## src/rtl/pipe_cunit.sv

```systemverilog
// pipe_cunit: pipelined main control unit for a 5-stage MIPS datapath.
// Decodes the ID opcode, carries EX/M/WB control through ID/EX, EX/MEM and
// MEM/WB, detects load-use hazards (1-cycle stall), applies branch flush,
// flags illegal opcodes (sticky) and counts inserted bubbles (saturating).
// Ports: clk/rst (sync, active-high); op_in/id_rs/id_rt from ID; br_flush
// from MEM; pc_write/ifid_write (combinational, ~stall); ex_*, mem_*, wb_*
// registered control bundles; illegal; bubble_cnt.
module pipe_cunit #(
  parameter int AOP_W   = 3,
  parameter int EXT_OPS = 1,
  parameter int REG_W   = 5,
  parameter int CNT_W   = 16
) (
  input  logic             clk,
  input  logic             rst,
  input  logic [5:0]       op_in,
  input  logic [REG_W-1:0] id_rs,
  input  logic [REG_W-1:0] id_rt,
  input  logic             br_flush,
  output logic             pc_write,
  output logic             ifid_write,
  output logic             ex_regds,
  output logic             ex_alusrc,
  output logic [AOP_W-1:0] ex_aop,
  output logic             mem_branch,
  output logic             mem_bne,
  output logic             mem_jump,
  output logic             mem_mread,
  output logic             mem_mwrite,
  output logic             wb_mtor,
  output logic             wb_urw,
  output logic             illegal,
  output logic [CNT_W-1:0] bubble_cnt
);

  typedef struct packed {
    logic             regds;
    logic             alusrc;
    logic [AOP_W-1:0] aop;
  } ex_t;

  typedef struct packed {
    logic branch;
    logic bne;
    logic jump;
    logic mread;
    logic mwrite;
  } m_t;

  typedef struct packed {
    logic mtor;
    logic urw;
  } wb_t;

  // ID decode results
  ex_t  dec_ex;
  m_t   dec_m;
  wb_t  dec_wb;
  logic dec_ill;
  logic dec_uses_rt;

  // Pipeline registers
  ex_t              idex_ex_q;
  m_t               idex_m_q;
  wb_t              idex_wb_q;
  logic [REG_W-1:0] ex_rt_q;
  m_t               exmem_m_q;
  wb_t              exmem_wb_q;
  wb_t              memwb_wb_q;
  logic             illegal_q;
  logic [CNT_W-1:0] bubble_q;
  logic [CNT_W-1:0] bubble_d;

  logic stall;

  always_comb begin
    dec_ex      = '0;
    dec_m       = '0;
    dec_wb      = '0;
    dec_ill     = 1'b0;
    dec_uses_rt = 1'b0;
    unique case (op_in)
      6'b000000: begin  // R-type
        dec_ex.regds = 1'b1; dec_ex.aop = AOP_W'(3'd2);
        dec_wb.mtor = 1'b1; dec_wb.urw = 1'b1; dec_uses_rt = 1'b1;
      end
      6'b001000: begin  // ADDI
        dec_ex.alusrc = 1'b1; dec_ex.aop = AOP_W'(3'd3);
        dec_wb.mtor = 1'b1; dec_wb.urw = 1'b1;
      end
      6'b001010: begin  // SLTI
        dec_ex.alusrc = 1'b1; dec_ex.aop = AOP_W'(3'd4);
        dec_wb.mtor = 1'b1; dec_wb.urw = 1'b1;
      end
      6'b001100: begin  // ANDI
        dec_ex.alusrc = 1'b1; dec_ex.aop = AOP_W'(3'd5);
        dec_wb.mtor = 1'b1; dec_wb.urw = 1'b1;
      end
      6'b001101: begin  // ORI
        dec_ex.alusrc = 1'b1; dec_ex.aop = AOP_W'(3'd6);
        dec_wb.mtor = 1'b1; dec_wb.urw = 1'b1;
      end
      6'b100011: begin  // LW
        dec_ex.alusrc = 1'b1; dec_ex.aop = AOP_W'(3'd3);
        dec_m.mread = 1'b1; dec_wb.urw = 1'b1;
      end
      6'b101011: begin  // SW
        dec_ex.alusrc = 1'b1; dec_ex.aop = AOP_W'(3'd3);
        dec_m.mwrite = 1'b1; dec_uses_rt = 1'b1;
      end
      6'b000100: begin  // BEQ
        dec_ex.aop = AOP_W'(3'd1); dec_m.branch = 1'b1; dec_uses_rt = 1'b1;
      end
      6'b000101: begin  // BNE
        if (EXT_OPS != 0) begin
          dec_ex.aop = AOP_W'(3'd1); dec_m.branch = 1'b1; dec_m.bne = 1'b1;
          dec_uses_rt = 1'b1;
        end else begin
          dec_ill = 1'b1;
        end
      end
      6'b000010: begin  // J
        if (EXT_OPS != 0) dec_m.jump = 1'b1;
        else              dec_ill = 1'b1;
      end
      default: dec_ill = 1'b1;
    endcase
  end

  // Load-use: the load in EX writes a register the ID instruction reads.
  // Flush and reset both override the stall so the PC is always free to load.
  assign stall = ~rst & ~br_flush & idex_m_q.mread & (ex_rt_q != '0) &
                 ((ex_rt_q == id_rs) | ((ex_rt_q == id_rt) & dec_uses_rt));

  assign pc_write   = ~stall;
  assign ifid_write = ~stall;

  assign bubble_d = ((stall | br_flush) && (bubble_q != {CNT_W{1'b1}}))
                    ? bubble_q + CNT_W'(1) : bubble_q;

  always_ff @(posedge clk) begin
    if (rst) begin
      idex_ex_q  <= '0;
      idex_m_q   <= '0;
      idex_wb_q  <= '0;
      ex_rt_q    <= '0;
      exmem_m_q  <= '0;
      exmem_wb_q <= '0;
      memwb_wb_q <= '0;
      illegal_q  <= 1'b0;
      bubble_q   <= '0;
    end else begin
      if (dec_ill) illegal_q <= 1'b1;
      bubble_q   <= bubble_d;
      // MEM/WB always advances so a resolving branch still completes.
      memwb_wb_q <= exmem_wb_q;
      if (br_flush) begin
        exmem_m_q  <= '0;
        exmem_wb_q <= '0;
      end else begin
        exmem_m_q  <= idex_m_q;
        exmem_wb_q <= idex_wb_q;
      end
      if (br_flush || stall) begin
        idex_ex_q <= '0;
        idex_m_q  <= '0;
        idex_wb_q <= '0;
        ex_rt_q   <= '0;
      end else begin
        idex_ex_q <= dec_ex;
        idex_m_q  <= dec_m;
        idex_wb_q <= dec_wb;
        ex_rt_q   <= id_rt;
      end
    end
  end

  assign ex_regds   = idex_ex_q.regds;
  assign ex_alusrc  = idex_ex_q.alusrc;
  assign ex_aop     = idex_ex_q.aop;
  assign mem_branch = exmem_m_q.branch;
  assign mem_bne    = exmem_m_q.bne;
  assign mem_jump   = exmem_m_q.jump;
  assign mem_mread  = exmem_m_q.mread;
  assign mem_mwrite = exmem_m_q.mwrite;
  assign wb_mtor    = memwb_wb_q.mtor;
  assign wb_urw     = memwb_wb_q.urw;
  assign illegal    = illegal_q;
  assign bubble_cnt = bubble_q;

endmodule

```

## config.mk

```make
export PLATFORM = sky130hd
export DESIGN_NAME = pipe_cunit
export DESIGN_NICKNAME = d
export VERILOG_FILES = /design/src/rtl/pipe_cunit.sv
export SDC_FILE = /design/constraint.sdc
export NUM_CORES = 1
export LEC_CHECK = 0
export BUFFER_PORTS_ARGS = -buffer_cell sky130_fd_sc_hd__buf_2
export CAP_MARGIN = 20
export CORE_ASPECT_RATIO = 0.6
export CORE_UTILIZATION = 30
export DETAILED_ROUTE_END_ITERATION = 8
export PLACE_DENSITY_LB_ADDON = 0.3
export SLEW_MARGIN = 20
export SYNTH_ARGS = -nofsm -noshare
export SYNTH_HDL_FRONTEND = slang
export SYNTH_SLANG_ARGS = --single-unit
```

## constraint.sdc

```tcl
create_clock -name clk -period 3.25 [get_ports clk]
set_clock_uncertainty 0.2 [all_clocks]
set_input_delay 0.325 -clock clk [delete_from_list [all_inputs] [get_ports clk]]
set_output_delay 0.325 -clock clk [all_outputs]
set_load 0.02 [all_outputs]
```

[After elaboration in Yosys (flattened, before gate mapping)]
Cells that the tools add are included.
Widths: inputs -> output; s select.
Word-level totals
  output and inout bits: 31
  input bits: 19
  logic and storage cells: 69
  bits in registers: 43
Cells by class
  reduce and logical (&&, ||, !) cells: 13
  $add $sub $neg: 1
  eq/ne operators: 12
  bitwise operators: 10
  multiplexer cells: 11
Operators with widths (count)
  $eq 6x4->1 const B: 4
  $pmux 3 s6: 1
  $add 16x1->16 const B: 1
  $ne 16x16->1 const B: 1
  $eq 6x3->1 const B: 2
  $eq 6x6->1 const B: 2
  $reduce_or 6->1: 2
  $eq 5x5->1: 2
  $mux 1: 10
  $reduce_or 10->1: 1
  $eq 6x2->1 const B: 1
  $logic_not 6->1: 1
  $reduce_or 2->1: 3
  $and 1x1->1: 5
  $reduce_bool 5->1: 1
  $reduce_or 5->1: 1
  $reduce_or 4->1: 1
  $not 1->1: 3
  $reduce_or 3->1: 1
  $or 1x1->1: 2
  $logic_and 1x1->1: 1
  $logic_or 1x1->1: 1

[Logic depth before layout (Yosys ltp)]
Gate-level depths: netlist (run 1).
  word-level depth: 8
  mapped depth: 9
  gate-level depth less buffers: 6

[Worst setup path before layout (run 1)]
OpenSTA, ideal clock, no wires.
  path type: register to register
  start point: register bubble_q[6] (netlist: bubble_cnt[6])
  end point: register bubble_q[3] (netlist: bubble_cnt[3])
  arrival: 2.058 ns
  path slack: 0.871 ns
  path buffers: 1
  required time: 2.929 ns
  library setup time: 0.121 ns
  clock period less this slack: 2.379 ns
  stages on the path, launching flop included: 8
  cell sequence: dfxtp_1 buf_2 and4_1 nand3_1 nor3b_1 a21oi_4 and4_4 mux2_4
Between the ends
  word-level cells in the longest chain between the ends: 2
Ends and longest elaborated chain
  start: declaration: line 71  | logic [CNT_W-1:0] bubble_q;
  start signal: assignment: line 154  | bubble_q <= bubble_d;
  $ne 16x16->1: line 138  | assign bubble_d = ((stall | br_flush) && (bubble_q != {CNT_W{1'b1}}))
  $logic_and 1x1->1: line 138
Every way passes these cells.
A chain may end at the register's enable or synchronous reset.

[Worst setup path in the final report (run 1)]
  start point: register ex_rt_q[0]
  end point: register bubble_q[9] (netlist: bubble_cnt[9])
Between the ends
  word-level cells in the longest chain between the ends: 6
  elaborated cells on any way between the ends: 9
  classes of those cells: 2 x eq/ne; 5 x bitwise; 2 x reduce/logical
Ends and longest elaborated chain
  start: declaration: line 66  | logic [REG_W-1:0] ex_rt_q;
  start signal: assignment: line 173  | ex_rt_q <= id_rt;
  $eq 5x5->1: line 133  | ((ex_rt_q == id_rs) | ((ex_rt_q == id_rt) & dec_uses_rt));
  $and 1x1->1: line 133
  $or 1x1->1: line 133
  $and 1x1->1 (*): line 132  | assign stall = ~rst & ~br_flush & idex_m_q.mread & (ex_rt_q != '0) &
  $or 1x1->1 (*): line 138
  $logic_and 1x1->1 (*): line 138
Every way passes the cells marked *; elsewhere a longest branch is shown, timed or not.

==> results of run 1 <==
-- through the flow --
stage               hold slack, ns  instances
CTS                         0.0502        348
floorplan                    0.202        217
finish                      0.0595        348
global placement             0.213        340
global route                0.0511        348
detailed placement           0.212        340
-- worst reg2reg max path: cells and delay by family, from the launching register on --
kind	cells	cell delay, ns
and+or+nand+nor	3	0.81
xor gates and xnor gates	1	0.19
DFF	1	0.38
AOI/OAI and AO/OA	1	0.48
muxes	1	0.32
-- cell type report --
class	count	area [µm²]	area share (%)
clock inverters	3	20.0	0.848
well taps	84	105	4.45
clock buffers	5	68.8	2.91
repair buffers	50	253	10.7
flip-flops and latches	43	861	36.5
inverters	12	45.0	1.91
multi-input cells	151	1010	42.7
-- routing by layer --
layer,vias to the layer above,wire length (µm)
li1,841,-
met1,699,2270
met2,35,1550
met3,2,212
met4,0,25
met5,-,0
-- final timing paths --
| kind | from | to | slack [ns] |
|---|---|---|---|
| worst max-delay path | ex_rt_q[0] | bubble_cnt[9] | 0.77 |
| worst min-delay path | id_rt[0] | ex_rt_q[0] | 0.06 |
| worst max register to register | ex_rt_q[0] | bubble_cnt[9] | 0.77 |
| worst min register to register | idex_m_q[4] | mem_branch | 0.23 |
-- cells in the mapped netlist (2+ instances only) --
library cell	count	area [µm²]
sky130_fd_sc_hd__nor2b_1	9	56.3
sky130_fd_sc_hd__nand2b_1	3	18.8
sky130_fd_sc_hd__nor3_1	7	35.0
sky130_fd_sc_hd__nand3b_1	2	15.0
sky130_fd_sc_hd__clkbuf_1	7	26.3
sky130_fd_sc_hd__and3_1	6	37.5
sky130_fd_sc_hd__a31o_2	3	26.3
sky130_fd_sc_hd__and4_1	2	17.5
sky130_fd_sc_hd__a21o_1	4	30.0
sky130_fd_sc_hd__nor2_1	23	86.3
sky130_fd_sc_hd__buf_2	3	15.0
sky130_fd_sc_hd__dfxtp_1	43	861
sky130_fd_sc_hd__a211oi_1	3	22.5
sky130_fd_sc_hd__xnor2_1	5	43.8
sky130_fd_sc_hd__a21oi_1	11	55.1
sky130_fd_sc_hd__nand2_1	10	37.5
sky130_fd_sc_hd__and2_1	7	43.8
sky130_fd_sc_hd__nand4_1	3	18.8
sky130_fd_sc_hd__mux2_1	2	22.5
sky130_fd_sc_hd__xor2_1	9	78.8
sky130_fd_sc_hd__inv_1	12	45.0
sky130_fd_sc_hd__o21ai_0	8	40.0
sky130_fd_sc_hd__nor4_2	2	25.0
sky130_fd_sc_hd__nand3_1	8	40.0
sky130_fd_sc_hd__nor4_1	3	18.8
-- sequential cells by signal (all words and copies together), names as in the netlist --
name and count:
bubble_cnt 16, ex_rt_q 5, idex_m_q 5, ex_aop 3, exmem_wb_q 2, idex_wb_q 2
ex_alusrc 1, ex_regds 1, illegal 1, mem_bne 1, mem_branch 1, mem_jump 1
mem_mread 1, mem_mwrite 1, wb_mtor 1, wb_urw 1
-- where the power goes --
part           internal (mW)  switching (mW)  leakage (nW)
Sequential             0.534         0.00753         0.348
Combinational         0.0353          0.0567         0.651
Clock                  0.149           0.178        0.0402
-- cells by family (layout without fill, tap and decap cells) --
family / after synthesis / after routing / share of synthesized area [%]
and+or+nand+nor: 92 / 92 / 26.5
DFF: 43 / 43 / 43.8
xor gates and xnor gates: 14 / 14 / 6.25
AOI/OAI and AO/OA: 39 / 39 / 15.0
adders and majority gates: 1 / 1 / 0.637
buffers and inverters: 23 / 70 / 4.78
muxes: 5 / 5 / 3.00
==> key figures, run 1 <==
Critical path
  • Category of the worst setup path launch point: flop
  • Critical path's slowest cell: sky130_fd_sc_hd__a211oi_2
  • Largest incremental delay on the critical path: 0.48 ns
  • Sum of buffers and inverters on the critical path: 0
  • Kind of end point of the critical path: flop
  • Arrival @ worst endpoint: 2.46 ns
  • Critical path depth in cells: 6
  • Cell count of the worst reg-to-reg path: 6
  • Crit Path Class: flop to flop
  • Critical path's top delay family: simple AND/OR/NAND/NOR gates
  • Maximum fanout along the worst path: 6
  • Required time of the worst setup path: 3.23 ns
  • Worst-path cell chain: xor2_1 -> nor4_2 -> nand4_2 -> a211oi_2 -> nand4_1 -> mux2_1

Clocking
  • Buffer levels on the longest clock path: 2
  • CTS Buf Count: 5
  • CTS tree: yes
  • Number of post-CTS setup repair buffers: 0
  • H-Tree Depth: 2
  • Buffer type at the clock tree root: sky130_fd_sc_hd__clkbuf_8
  • Clock Latency Late Sink: 0.29 ns
  • Count of hold-fix buffers inserted at cts: 0
  • Clock-pin slew on the worst setup and hold paths: 0.08 ns
  • Number of clock sinks: 43
  • Post-CTS Resized: 0

GRT
  • Grt met3 use: 3.72%
  • Number of antenna violations at the first check in global routing: 0
  • Aggregate global routing overflow: 0
  • Total track usage: 12.6%
  • Busiest layer in global routing: met1
  • M1 GR Usage: 20.0%
  • Met2 routing resource usage after global routing: 15.5%
  • First-pass GRT wire length: 6760 µm
  • Pin count of the biggest net entering global routing: 25
  • Vias in the first global route: 1354

Floorplanning
  • Starting density of the core: 31.6%
  • Die Y: 64.7 µm
  • Die Area: 6880 µm²
  • Row count: 22
  • I/O Pins: 50
  • Placeable Area: 6220 µm²
  • Die width: 106 µm

Logic synthesis
  • Number of standard cells after synthesis: 217
  • Netlist Area Pre-Place: 1960 µm²
  • Async set or reset register ratio after synthesis: 0%
  • Mean Syn Cell Area: 9.05 µm²
  • Number of synthesized flops with an enable pin: 0
  • Syn Nets: 237
  • Total of flip-flops plus latches after synthesis: 43
  • Sequential share of the synthesized area: 43.8%
  • Count of synthesis-stage warnings from yosys: 0
  • Synth unique cells: 47
  • Primary FF master, synth: sky130_fd_sc_hd__dfxtp_1

Timing
  • RSZ-0062 raised after global routing: false
  • Endpoints failing hold: 0
  • Total negative setup slack: 0 ns
  • Final number of max-transition violations: 0
  • Time the worst path needs with I/O delays and setup: 2.48 ns
  • Max-slew headroom: 56.0%
  • Final clock period utilization by the worst path: 76.3%
  • F_max: 0.403 GHz
  • Slack of the critical path: 0.771 ns
  • Transition time at the pin with the least slew margin: 0.660 ns
  • Setup violations, final: 0

Finish
  • Final-stage net count: 283
  • Area overhead of the layout relative to synthesis: 20.3%
  • Top library cells by usage in the layout, fill and taps aside: 49 x sky130_fd_sc_hd__buf_2, 43 x sky130_fd_sc_hd__dfxtp_1, 23 x sky130_fd_sc_hd__nor2_1, 12 x sky130_fd_sc_hd__inv_1, 11 x sky130_fd_sc_hd__a21oi_1
  • Fill cell count: 671
  • Number of diodes: 0
  • Share of the core filled with cells: 38.0%
  • Non-Filler Cell Area, Final: 2360 µm²
  • Layout cells sized above 1: 27.7%
  • Most common cell after layout, fill and taps aside: sky130_fd_sc_hd__buf_2

Detailed routing
  • Number of design-rule violations left by the first detailed-router iteration: 84
  • Routed via count: 1577
  • Detailed-routing iteration count for the pre-antenna-repair pass: 4
  • Routed wire length: 4050 µm
  • Routed via count divided by cell count: 4.53
  • DR WL/cell: 11.6 µm
  • # DRC: 0
  • Antenna Violating Nets Remaining: 0

Power and ir drop
  • Worst VDD drop: 0.000195 V
  • PD cells: 407 nW/µm²
  • Leakage power: 1.04 nW
  • Total chip power: 0.961 mW

Job
  • Max-cap violations: 0

Placement
  • Half-perimeter wire length after detailed placement: 3110 µm
  • Weighted congestion reported at the end of routability-driven placement: 0.804
  • Post-detailed-placement cell area: 2270 µm²
  • Port bufs: 49
  • Worst setup timing slack at the placement stage: 0.714 ns

Worst hold path
  • Min-delay worst type: input pin to flop
  • Hold path depth: 3

Status
  • Result of the run: complete, no violations
No activity file was read; power rests on OpenSTA's default activity.
==> inputs of run 2 (changes only) <==
==> constraint.sdc (replaced) <==
create_clock -name clk -period 2.16 [get_ports clk]
set_clock_uncertainty 0.2 [all_clocks]
set_input_delay 0.216 -clock clk [delete_from_list [all_inputs] [get_ports clk]]
set_output_delay 0.216 -clock clk [all_outputs]
set_load 0.02 [all_outputs]
==> key figures, run 2 (same netlist as run 1, synthesis figures left out) <==
Critical path
  • Beginning of the worst register-to-register path: ex_rt_q[1]
  • Required time of the worst setup path: 2.14 ns
  • Reg2Reg Setup Slack: -0.25 ns
  • Kind of end point of the critical path: flop
  • Maximum fanout along the worst path: 5
  • Cell count of the worst reg-to-reg path: 7
  • Arrival @ worst endpoint: 2.39 ns
  • CP Launch Point: ex_rt_q[1]
  • Largest incremental delay on the critical path: 0.55 ns
  • Worst-path cell chain: or4_4 -> o211a_4 -> a31oi_4 -> buf_4 -> a21oi_4 -> nand4_1 -> mux2_4
  • Category of the worst setup path launch point: flop
  • Crit Path Class: flop to flop
  • Crit path to: bubble_cnt[14]
  • Worst r2r dst: bubble_cnt[14]
  • Critical path's slowest cell: sky130_fd_sc_hd__or4_4

Status
  • Violations in the final reports: negative setup slack
  • Result of the run: finished with violations

Detailed routing
  • Routed via count: 1781
  • DR WL/cell: 12.9 µm
  • Detailed-routing iteration count for the pre-antenna-repair pass: 4
  • Routed via count divided by cell count: 4.59
  • # DRC: 0
  • Antenna Violating Nets Remaining: 0
  • Number of design-rule violations left by the first detailed-router iteration: 89
  • Routed wire length: 5020 µm

Floorplanning
  • Placeable Area: 6220 µm²
  • Starting density of the core: 31.6%
  • Row count: 22
  • Die Area: 6880 µm²
  • Die Y: 64.7 µm
  • I/O Pins: 50
  • Die width: 106 µm

Finish
  • Max FFs per register: 16
  • Top library cells by usage in the layout, fill and taps aside: 47 x sky130_fd_sc_hd__buf_2, 41 x sky130_fd_sc_hd__dfxtp_1, 32 x sky130_fd_sc_hd__buf_4, 23 x sky130_fd_sc_hd__nor2_1, 12 x sky130_fd_sc_hd__inv_1
  • Layout cells sized above 1: 39.5%
  • Most common cell after layout, fill and taps aside: sky130_fd_sc_hd__buf_2
  • Number of diodes: 0
  • Area overhead of the layout relative to synthesis: 41.4%
  • Non-Filler Cell Area, Final: 2780 µm²
  • Final-stage net count: 323
  • Share of the core filled with cells: 44.6%

Clocking
  • Buffer levels on the longest clock path: 2
  • Clock Latency Late Sink: 0.29 ns
  • Number of clock sinks: 43
  • Clock-pin slew on the worst setup and hold paths: 0.09 ns
  • H-Tree Depth: 2
  • CTS Buf Count: 5
  • Buffer type at the clock tree root: sky130_fd_sc_hd__clkbuf_8
  • CTS tree: yes

Timing
  • Endpoints failing hold: 0
  • RSZ-0062 raised after global routing: true
  • Transition time at the pin with the least slew margin: 0.447 ns
  • Final number of max-transition violations: 0
  • Max-slew headroom: 70.0%
  • F_max: 0.415 GHz
  • Final clock period utilization by the worst path: 112%
  • Time the worst path needs with I/O delays and setup: 2.41 ns
  • Hold slack final: 0.0630 ns
  • Setup violations, final: 16
  • Slack of the critical path: -0.252 ns

Power and ir drop
  • Worst VDD drop: 0.000228 V
  • Leakage power: 1.27 nW
  • Clock network fraction of design power: 33.2%
  • Total chip power: 1.52 mW
  • PD cells: 549 nW/µm²
  • Int Power: 1.13 mW
  • Switching part of the total power: 26.1%
  • Combinational fraction of design power: 13.6%
  • Sequential group share of total power: 53.2%
  • Sw power: 0.397 mW

Placement
  • Worst setup timing slack at the placement stage: -0.154 ns
  • Port bufs: 49
  • Half-perimeter wire length after detailed placement: 3610 µm
  • Weighted congestion reported at the end of routability-driven placement: 0.812
  • Post-detailed-placement cell area: 2510 µm²

GRT
  • Number of antenna violations at the first check in global routing: 0
  • Pin count of the biggest net entering global routing: 25
  • Total track usage: 14.5%
  • First-pass GRT wire length: 7680 µm
  • Vias in the first global route: 1578
  • Aggregate global routing overflow: 0

Worst hold path
  • Min-delay worst type: input pin to flop

Job
  • Max-cap violations: 0
[run 2: cell count changes in the layout (fill, tap and decap cells not counted), moves of 2 or more]
cell                            change
sky130_fd_sc_hd__nand2_2            +2
sky130_fd_sc_hd__mux2_1             -2
sky130_fd_sc_hd__dfxtp_1            -2
sky130_fd_sc_hd__a21oi_1            -2
sky130_fd_sc_hd__buf_4             +31
sky130_fd_sc_hd__dlygate4sd3_1      +5
sky130_fd_sc_hd__buf_2              -2
sky130_fd_sc_hd__dfxtp_2            +2
sky130_fd_sc_hd__nand2_1            -2
sky130_fd_sc_hd__buf_6              +5
sky130_fd_sc_hd__mux2_4             +3
[run 2: power groups by stage]
stage / clock network [mW] / registers, mW / logic (mW)
3_3_place_gp: 0 / 0.828 / 0.176
5_1_grt: 0.561 / 0.812 / 0.223
2_1_floorplan: 0 / 0.840 / 0.0855
3_5_place_dp: 0 / 0.829 / 0.179
4_1_cts: 0.522 / 0.810 / 0.188
6_report: 0.507 / 0.810 / 0.207
[run 2: layout make-up]
| cell class | count | area [µm²] |
|---|---|---|
| flip-flops and latches | 43 | 863 |
| fillers | 645 | 3440 |
| well taps | 84 | 105 |
| repair buffers | 90 | 602 |
| clock buffers | 6 | 72.6 |
| inverters | 12 | 45.0 |
| clock inverters | 2 | 12.5 |
| multi-input cells | 151 | 1080 |
[run 2: critical path: cells and delay by family, from the launching register on]
| kind | cells | cell delay [ns] |
|---|---|---|
| AO/OA/AOI/OAI | 3 | 0.61 |
| buffers and inverters | 1 | 0.18 |
| flip-flops | 1 | 0.32 |
| multiplexers | 1 | 0.31 |
| AND/OR/NAND/NOR | 2 | 0.67 |
[run 2: how the worst min path moves through the flow]
stage	start	end	slack, ns	cells after the start
global placement	idex_wb_q[0]	exmem_wb_q[0]	0.21	1
global route	op_in[5]	idex_m_q[2]	0.07	3
floorplan	op_in[4]	ex_aop[2]	0.09	1
CTS	op_in[5]	idex_m_q[2]	0.05	3
detailed placement	idex_wb_q[0]	exmem_wb_q[0]	0.21	1
finish	op_in[5]	idex_m_q[2]	0.06	3
[run 2: per-layer routing]
layer / wire, µm / up-vias / track usage (%)
met4: 21 / 0 / 3.60
met2: 2090 / 40 / 20.8
li1: - / 922 / -
met5: 0 / - / 0
met1: 2620 / 817 / 20.8
met3: 288 / 2 / 4.63
[run 2: timing repair]
item | 4_1_cts | 5_1_grt
setup buffers | 0 | 5
hold endpoints to repair | 5 | 0
gates resized for setup | 10 | 12
hold buffers | 5 | 0
endpoints found under the setup margin | 14 | 22
pin swaps | 5 | 13
[run 2: stage by stage]
| stage | setup TNS [ns] | std cells |
|---|---|---|
| after floorplan | -0.316 | 217 |
| after global routing | -3.65 | 388 |
| final | -2.24 | 388 |
| after detailed placement | -0.675 | 371 |
| after CTS | -1.14 | 384 |
| after global placement | -0.411 | 371 |
==> inputs of run 3 (changes only) <==
--- a/config.mk
+++ b/config.mk
@@ -9,6 +9,7 @@
 export CAP_MARGIN = 20
 export CORE_ASPECT_RATIO = 0.6
 export CORE_UTILIZATION = 30
+export CTS_BUF_LIST = sky130_fd_sc_hd__clkbuf_8
 export DETAILED_ROUTE_END_ITERATION = 8
 export PLACE_DENSITY_LB_ADDON = 0.3
 export SLEW_MARGIN = 20
==> key figures, run 3 (same netlist as run 1, synthesis figures left out) <==
Detailed routing
  • # DRC: 0
  • Antenna Violating Nets Remaining: 0
  • Number of design-rule violations left by the first detailed-router iteration: 69
  • Met1 Wirelength: 2610 µm
  • DR WL/cell: 12.7 µm
  • Routed length on met2: 2030 µm
  • Met3 wirelength from detailed routing: 267 µm
  • Uppermost metal layer occupied by signal nets: met4
  • Routed wire length: 4930 µm
  • Detailed-routing iteration count for the pre-antenna-repair pass: 4
  • Routed via count: 1761
  • Routed via count divided by cell count: 4.54

Power and ir drop
  • Sw power: 0.394 mW
  • Clock network fraction of design power: 33.2%
  • Total chip power: 1.51 mW
  • Switching part of the total power: 26.1%
  • PD cells: 548 nW/µm²
  • Sequential group share of total power: 53.6%
  • Worst VDD drop: 0.000228 V
  • Int Power: 1.12 mW
  • Leakage power: 1.26 nW
  • Combinational fraction of design power: 13.2%

Timing
  • Final number of max-transition violations: 0
  • Endpoints failing hold: 0
  • Slack of the critical path: -0.215 ns
  • Final clock period utilization by the worst path: 110%
  • Time the worst path needs with I/O delays and setup: 2.38 ns
  • F_max: 0.421 GHz
  • Setup violations, final: 16
  • RSZ-0062 raised after global routing: true
  • Max-slew headroom: 71.2%
  • Hold slack final: 0.0650 ns
  • Transition time at the pin with the least slew margin: 0.430 ns

Placement
  • Placed Instances: 371
  • Weighted congestion reported at the end of routability-driven placement: 0.812
  • Half-perimeter wire length after detailed placement: 3610 µm
  • Port bufs: 49
  • Worst setup timing slack at the placement stage: -0.154 ns

Finish
  • Number of diodes: 0
  • Max FFs per register: 16
  • Number of cells in the finished layout apart from fillers: 388
  • Layout cells sized above 1: 38.8%
  • Top library cells by usage in the layout, fill and taps aside: 47 x sky130_fd_sc_hd__buf_2, 41 x sky130_fd_sc_hd__dfxtp_1, 33 x sky130_fd_sc_hd__buf_4, 23 x sky130_fd_sc_hd__nor2_1, 13 x sky130_fd_sc_hd__inv_1
  • Share of the core filled with cells: 44.3%
  • Final-stage net count: 323
  • Area overhead of the layout relative to synthesis: 40.4%
  • Most common cell after layout, fill and taps aside: sky130_fd_sc_hd__buf_2

Critical path
  • Largest incremental delay on the critical path: 0.55 ns
  • Required time of the worst setup path: 2.14 ns
  • Worst r2r dst: bubble_cnt[14]
  • Sum of buffers and inverters on the critical path: 1
  • Kind of end point of the critical path: flop
  • Category of the worst setup path launch point: flop
  • Critical path depth in cells: 7
  • Beginning of the worst register-to-register path: ex_rt_q[1]
  • Cell count of the worst reg-to-reg path: 7
  • Critical path's top delay family: simple AND/OR/NAND/NOR gates
  • Reg2Reg Setup Slack: -0.22 ns
  • Crit path to: bubble_cnt[14]
  • Crit Path Class: flop to flop
  • Critical path's slowest cell: sky130_fd_sc_hd__or4_4
  • CP Launch Point: ex_rt_q[1]
  • Worst-path cell chain: or4_4 -> o211a_4 -> a31oi_4 -> buf_4 -> a21oi_4 -> nand4_1 -> mux2_4
  • Arrival @ worst endpoint: 2.35 ns
  • Maximum fanout along the worst path: 5

GRT
  • Total track usage: 14.5%
  • Number of antenna violations at the first check in global routing: 0
  • Vias in the first global route: 1578
  • Pin count of the biggest net entering global routing: 25
  • Aggregate global routing overflow: 0
  • First-pass GRT wire length: 7680 µm

Status
  • Result of the run: finished with violations
  • Violations in the final reports: negative setup slack

Worst hold path
  • Min-delay worst type: input pin to flop

Job
  • Max-cap violations: 0

Clocking
  • Clock-pin slew on the worst setup and hold paths: 0.08 ns
  • Clock Latency Late Sink: 0.30 ns
  • Number of clock sinks: 43
  • H-Tree Depth: 2
  • CTS Buf Count: 5
  • Buffer type at the clock tree root: sky130_fd_sc_hd__clkbuf_8
  • Buffer levels on the longest clock path: 2
  • CTS tree: yes

Floorplanning
  • Die width: 106 µm
  • Row count: 22
  • Placeable Area: 6220 µm²
  • Die Area: 6880 µm²
  • Die Y: 64.7 µm
  • I/O Pins: 50
  • Starting density of the core: 31.6%
[run 3: layout make-up]
type / count / area, µm²
fillers: 648 / 3460
multi-input cells: 151 / 1070
flip-flops and latches: 43 / 863
repair buffers: 90 / 589
well taps: 84 / 105
clock buffers: 5 / 68.8
inverters: 12 / 45.0
clock inverters: 3 / 16.3
[run 3: worst min path at each step]
stage	from	endpoint	slack, ns	depth (start not counted)
after floorplan	op_in[4]	ex_aop[2]	0.09	1
after global placement	idex_wb_q[0]	exmem_wb_q[0]	0.21	1
after detailed placement	idex_wb_q[0]	exmem_wb_q[0]	0.21	1
after CTS	op_in[5]	idex_m_q[2]	0.05	3
after global routing	op_in[5]	idex_m_q[2]	0.07	3
final	op_in[5]	idex_m_q[2]	0.07	3
[run 3: layer usage]
metal  track usage (%)  vias to the layer above
met5                 0                        -
met4              3.60                        0
met3              4.63                        2
met2              20.8                       37
met1              20.8                      799
li1                  -                      923
[run 3: power by group through the flow]
| stage | clock network, mW | registers, mW | logic, mW |
|---|---|---|---|
| global route | 0.557 | 0.812 | 0.216 |
| global placement | 0 | 0.828 | 0.176 |
| finish | 0.501 | 0.810 | 0.200 |
| floorplan | 0 | 0.840 | 0.0855 |
| CTS | 0.518 | 0.810 | 0.188 |
| detailed placement | 0 | 0.829 | 0.179 |
[run 3: metrics by stage]
stage	cell area, µm²	TNS (ns)
6_report	2760	-2.03
4_1_cts	2680	-1.14
2_1_floorplan	1970	-0.316
3_5_place_dp	2510	-0.675
3_3_place_gp	2510	-0.411
5_1_grt	2760	-3.61
[run 3: worst min-delay path, cell delays in order]
cell	delay, ns
sky130_fd_sc_hd__buf_2	0.10
sky130_fd_sc_hd__buf_4	0.14
sky130_fd_sc_hd__nor4_1	0.06
[run 3: what timing repair did]
| item | CTS | global route |
|---|---|---|
| pin swaps | 5 | 10 |
| endpoints found under the setup margin | 14 | 22 |
| hold endpoints to repair | 5 | 0 |
| cloned | 0 | 0 |
| setup buffers | 0 | 5 |
| gates resized for setup | 10 | 10 |
| hold buffers | 5 | 0 |
